File: src/rtl/adder_pkg.sv
// Shared types for the pipelined adder/subtractor.
//   op_t    : operation select (OP_ADD / OP_SUB)
//   flags_t : registered result flags {cout, ovf, zero}
package adder_pkg;

  typedef enum logic {
    OP_ADD = 1'b0,
    OP_SUB = 1'b1
  } op_t;

  typedef struct packed {
    logic cout;
    logic ovf;
    logic zero;
  } flags_t;

endpackage

File: src/rtl/adder_slice.sv
// Combinational N-bit ripple-carry adder segment built from per-bit
// full-adder equations.
//   a, b : N-bit operands
//   cin  : carry into bit 0
//   sum  : N-bit sum
//   cout : carry out of bit N-1
module adder_slice #(
  parameter int N = 8
) (
  input  logic [N-1:0] a,
  input  logic [N-1:0] b,
  input  logic         cin,
  output logic [N-1:0] sum,
  output logic         cout
);

  logic [N:0] carry;

  always_comb begin
    carry    = '0;
    sum      = '0;
    carry[0] = cin;
    for (int i = 0; i < N; i++) begin
      sum[i]       = a[i] ^ b[i] ^ carry[i];
      carry[i+1]   = (a[i] & b[i]) | (carry[i] & (a[i] ^ b[i]));
    end
    cout = carry[N];
  end

endmodule

File: src/rtl/pipelined_addsub.sv
// Pipelined WIDTH-bit adder/subtractor. The carry chain is cut into STAGES
// registered segments of CHUNK = WIDTH/STAGES bits; stage k resolves chunk k.
// WIDTH must be a multiple of STAGES.
//   clk, rst             : clock, asynchronous active-high reset
//   in_valid / in_ready  : operand handshake (in_ready is combinational)
//   a, b, cin, op        : operands; cin is borrow-in on subtract
//   out_valid / out_ready: result handshake
//   sum, cout, ovf, zero : result and registered flags
module pipelined_addsub
  import adder_pkg::*;
#(
  parameter int WIDTH  = 32,
  parameter int STAGES = 4
) (
  input  logic             clk,
  input  logic             rst,
  input  logic             in_valid,
  output logic             in_ready,
  input  logic [WIDTH-1:0] a,
  input  logic [WIDTH-1:0] b,
  input  logic             cin,
  input  op_t              op,
  output logic             out_valid,
  input  logic             out_ready,
  output logic [WIDTH-1:0] sum,
  output logic             cout,
  output logic             ovf,
  output logic             zero
);

  localparam int CHUNK = WIDTH / STAGES;
  localparam int LAST  = STAGES - 1;

  // Per-stage pipeline registers. Each stage carries the full operand words
  // forward so the upper chunks (and the MSBs needed for overflow) reach the
  // stage that consumes them; sum bits fill in from the bottom.
  logic [WIDTH-1:0] a_q [STAGES];
  logic [WIDTH-1:0] a_d [STAGES];
  logic [WIDTH-1:0] b_q [STAGES];
  logic [WIDTH-1:0] b_d [STAGES];
  logic [WIDTH-1:0] s_q [STAGES];
  logic [WIDTH-1:0] s_d [STAGES];
  logic             c_q [STAGES];
  logic             c_d [STAGES];
  logic             v_q [STAGES];
  logic             v_d [STAGES];
  flags_t           flags_q;
  flags_t           flags_d;

  // Inputs seen by each stage: stage 0 from the ports, others from k-1.
  logic [WIDTH-1:0] a_in [STAGES];
  logic [WIDTH-1:0] b_in [STAGES];
  logic [WIDTH-1:0] s_in [STAGES];
  logic             c_in [STAGES];
  logic             v_in [STAGES];

  logic [CHUNK-1:0] chunk_sum  [STAGES];
  logic             chunk_cout [STAGES];
  logic [WIDTH-1:0] s_new      [STAGES];

  logic adv;

  // Whole pipe moves together: it advances unless a result is stuck at the
  // output. Bubbles are held too, which keeps the logic a single enable.
  assign adv      = !v_q[LAST] || out_ready;
  assign in_ready = adv;

  always_comb begin : stage_inputs
    a_in[0] = a;
    // Subtract as a + ~b + !borrow_in.
    b_in[0] = (op == OP_SUB) ? ~b : b;
    c_in[0] = (op == OP_SUB) ? ~cin : cin;
    v_in[0] = in_valid;
    s_in[0] = '0;
    for (int k = 1; k < STAGES; k++) begin
      a_in[k] = a_q[k-1];
      b_in[k] = b_q[k-1];
      s_in[k] = s_q[k-1];
      c_in[k] = c_q[k-1];
      v_in[k] = v_q[k-1];
    end
  end

  for (genvar g = 0; g < STAGES; g++) begin : g_slice
    adder_slice #(
      .N(CHUNK)
    ) u_slice (
      .a   (a_in[g][g*CHUNK +: CHUNK]),
      .b   (b_in[g][g*CHUNK +: CHUNK]),
      .cin (c_in[g]),
      .sum (chunk_sum[g]),
      .cout(chunk_cout[g])
    );
  end

  always_comb begin : stage_next
    for (int k = 0; k < STAGES; k++) begin
      s_new[k]                    = s_in[k];
      s_new[k][k*CHUNK +: CHUNK]  = chunk_sum[k];
      if (adv) begin
        a_d[k] = a_in[k];
        b_d[k] = b_in[k];
        s_d[k] = s_new[k];
        c_d[k] = chunk_cout[k];
        v_d[k] = v_in[k];
      end else begin
        a_d[k] = a_q[k];
        b_d[k] = b_q[k];
        s_d[k] = s_q[k];
        c_d[k] = c_q[k];
        v_d[k] = v_q[k];
      end
    end

    // Flags are registered alongside the final sum so they reset to 0
    // rather than reflecting an all-zero sum.
    flags_d = flags_q;
    if (adv) begin
      flags_d.cout = chunk_cout[LAST];
      flags_d.ovf  = (a_in[LAST][WIDTH-1] == b_in[LAST][WIDTH-1]) &&
                     (s_new[LAST][WIDTH-1] != a_in[LAST][WIDTH-1]);
      flags_d.zero = ~|s_new[LAST];
    end
  end

  always_ff @(posedge clk or posedge rst) begin
    if (rst) begin
      for (int k = 0; k < STAGES; k++) begin
        a_q[k] <= '0;
        b_q[k] <= '0;
        s_q[k] <= '0;
        c_q[k] <= 1'b0;
        v_q[k] <= 1'b0;
      end
      flags_q <= '0;
    end else begin
      for (int k = 0; k < STAGES; k++) begin
        a_q[k] <= a_d[k];
        b_q[k] <= b_d[k];
        s_q[k] <= s_d[k];
        c_q[k] <= c_d[k];
        v_q[k] <= v_d[k];
      end
      flags_q <= flags_d;
    end
  end

  assign out_valid = v_q[LAST];
  assign sum       = s_q[LAST];
  assign cout      = flags_q.cout;
  assign ovf       = flags_q.ovf;
  assign zero      = flags_q.zero;

endmodule

File: config.mk
export PLATFORM = sky130hd
export DESIGN_NAME = pipelined_addsub
export DESIGN_NICKNAME = d
export VERILOG_FILES = /design/src/rtl/adder_pkg.sv /design/src/rtl/adder_slice.sv /design/src/rtl/pipelined_addsub.sv
export SDC_FILE = /design/constraint.sdc
export NUM_CORES = 1
export LEC_CHECK = 0
export BUFFER_PORTS_ARGS = -buffer_cell sky130_fd_sc_hd__buf_2
export CORE_ASPECT_RATIO = 0.7
export CORE_MARGIN = 4
export CORE_UTILIZATION = 52
export CTS_BUF_LIST = sky130_fd_sc_hd__clkbuf_16
export DETAILED_ROUTE_END_ITERATION = 16
export PLACE_DENSITY = 0.76
export SLEW_MARGIN = 20
export SYNTH_ARGS = -nofsm -noshare
export SYNTH_HDL_FRONTEND = slang
export SYNTH_SLANG_ARGS = --single-unit
File: constraint.sdc
create_clock -name clk -period 5.5 [get_ports clk]
set_clock_uncertainty 0.05 [all_clocks]
set_input_delay 0.55 -clock clk [delete_from_list [all_inputs] [get_ports clk]]
set_output_delay 0.55 -clock clk [all_outputs]
set_load 0.01 [all_outputs]
==> flow_metrics.tcl <==
set metrics [dict create \
    via_count 5420 \
    die-width_um 157 \
    syn_area_um2 8090 \
    gp_congestion 0.755 \
    die_h_um 112 \
    htreeDepth 4 \
    wl_met2_mm 6.15 \
    crit_type "reg -> reg" \
    final_net_count 1033 \
    rr_endpoint "zero$_DFFE_PP0P_" \
    postSynthCellCount 845 \
    placed_cell_area_um2 8660 \
    synth_area_per_cell_um2 9.57 \
    fp-row-count 37 \
    cp.required_ns 5.78 \
    setup_tns_ns 0 \
    clk_root_buffer_cell "clkbuf_16" \
    path_max_fanout 3 \
    antenna_found_initial 0 \
    final_antenna_net_count 0 \
    reg2regPathDepth 14 \
    clk_path_buf_depth 2 \
    power_leakage_nw 4.80 \
    synth_top_area_share 0.575 \
    grt_overflow_total 0 \
    clk_pin_slew_ns 0.07 \
    min_path_type "in -> reg" \
    tritoncts "done" \
    post-dp-hpwl_mm 10.4 \
    core_area_um2 15000 \
    utilization 0.616 \
    timing.max_slew.rel_slack 0.312 \
    cts_hold_buf 0 \
    fin_crit_sh 0.749 \
    yosys.area.top_type "dfrtp_1" \
    peakVddDrop_uv 554 \
    startpoint "a_in[24]$_DFFE_PP0P_" \
    via_per_inst 4.76 \
    wl_met1_mm 8.43 \
    cts_resized 0 \
    slew_violations 0 \
    cts_buffers 17 \
    worst_skew_pair.late_latency_ns 0.42 \
    rr_startpoint "a_in[24]$_DFFE_PP0P_" \
    worst_setup_path_start_kind "register" \
    clkSinkCount 186 \
    grt_use_total 0.189 \
    first_global_vias 5340 \
    arrival_ns 4.40 \
    postCtsSetupBuffers 0 \
    start_util 0.541 \
    wire_per_inst_um 13.7 \
    yosys-top-cells-area "dfrtp_1 58%, nand2_1 20%, fa_1 7.9%" \
    rsz0062_at_grt "false" \
    crit_end "zero$_DFFE_PP0P_" \
    cap_violations 0 \
    synth_seq_cells 186 \
    io_pins 107 \
    drc_errors 0 \
    syn-num-nets 948 \
    port_buffers 106 \
    seq_area_frac_synth 0.575 \
    area.growth.synth_to_final_pct 13.8 \
    grt_max_degree 187 \
    drive_above_1_share 0.159 \
    finalSetupViolCount 0 \
    period_needed_ns 4.12 \
    grt_pass1_wl_mm 26.6 \
    ys_warn_count 0 \
    hold_viol_final 0 \
    tightest_slew_ns 1.03 \
    drt-total-wl_mm 15.6 \
    die_area_um2 17600 \
    p_per_area_nw_per_um2 575 \
    dr.first_iter.drc_count 379 \
    highest_layer "met4" \
    end_kind "register" \
    dr_wl_met3_um 874 \
    synth.distinct_cells 22 \
    n_antenna_cell 0 \
    stdcell_area_um2 9200 \
    drtPass1Iterations 5 \
    fmaxAchievable_mhz 243 \
    outcome "complete, no violations" \
    r2r_slack_ns 1.38 \
]
## state kept, by name, summed over array words and instances, names as in the netlist
register   cells
sum           32
ovf            1
a_in          48
c_in           3
zero           1
out_valid      1
b_in          48
s_in          48
v_in           3
cout           1
## cell type report
| cell class | count | area (µm²) |
|---|---|---|
| Timing Repair Buffer | 110 | 586 |
| Fill cell | 1323 | 5750 |
| Clock inverter | 15 | 118 |
| Multi-Input combinational cell | 583 | 3050 |
| Inverter | 32 | 129 |
| Sequential cell | 186 | 4650 |
| Tap cell | 195 | 244 |
| Clock buffer | 17 | 425 |
## per-layer routing
layer  vias up  global-route usage
met5         -                   0
met4         0              0.0516
met3         8              0.0447
met2       126               0.236
met1      2542               0.324
li1       2744                   -
## worst max-delay path, stage by stage (launching register included)
cell and delay (ns):
dfrtp_1 0.40, fa_1 0.44, fa_1 0.41, fa_1 0.41
fa_1 0.37, inv_1 0.08, fa_1 0.16, inv_1 0.05
fa_1 0.37, fa_1 0.37, inv_1 0.07, fa_1 0.22
nor4b_1 0.24, nand4_1 0.13, o31ai_1 0.26
## cells in the final DEF, fill, tap and decap left out, types with 5 or more instances in the layout
cell and n:
a21oi_2 13, buf_2 106, clkbuf_16 17, clkinv_1 5, dfrtp_1 186, fa_1 32, inv_1 33, nand2_1 438
nor2_1 15, nor4_1 6, o21ai_0 34, xnor2_1 29, xor2_1 5
## kinds of logic after synthesis
family          after synthesis  synth area share
simple gates                465             0.220
xor+xnor                     34            0.0368
fa+ha+maj                    33            0.0807
buf+inv                      76            0.0484
flops                       186             0.575
compound gates               51            0.0382
## stage by stage
stage / instances / hold WS (ns) / power [mW] / worst slack [ns]
after global placement: 1106 / 0.395 / 4.12 / 1.11
after floorplan: 845 / 0.380 / 3.62 / 1.02
after global routing: 1138 / 0.261 / 5.76 / 1.17
after detailed placement: 1106 / 0.401 / 4.20 / 1.04
after CTS: 1138 / 0.253 / 5.35 / 1.38
final: 1138 / 0.272 / 5.29 / 1.38
## power breakdown
group | switching (mW) | internal (mW) | total [mW]
logic | 1.07 | 0.709 | 1.78
clock network | 0.485 | 0.652 | 1.14
registers | 0.393 | 1.98 | 2.37
total | 1.95 | 3.34 | 5.29
## synthesized netlist by cell type, drive strengths merged
| cell type | number |
|---|---|
| a21oi | 15 |
| buf | 41 |
| clkbuf | 3 |
| dfrtp | 186 |
| fa | 32 |
| ha | 1 |
| inv | 32 |
| nand2 | 438 |
| nand2b | 1 |
| nand4 | 2 |
| nor2 | 15 |
| nor2b | 1 |
| nor4 | 6 |
| nor4b | 2 |
| o21ai | 34 |
| o31ai | 2 |
| xnor2 | 29 |
| xor2 | 5 |
## worst min-delay path by stage
stage | startpoint | end | slack [ns] | depth (start not counted)
after global routing | a[10] | a_in[74]$_DFFE_PP0P_ | 0.26 | 3
after detailed placement | sum[11]$_DFFE_PP0P_ | sum[11]$_DFFE_PP0P_ | 0.40 | 2
after CTS | a[28] | a_in[92]$_DFFE_PP0P_ | 0.25 | 3
final | a[28] | a_in[92]$_DFFE_PP0P_ | 0.27 | 3
after global placement | sum[14]$_DFFE_PP0P_ | sum[14]$_DFFE_PP0P_ | 0.39 | 2
after floorplan | v_in[0]$_DFFE_PP0P_ | v_in[0]$_DFFE_PP0P_ | 0.38 | 2
Note: power is estimated with default switching activity, not from simulation.
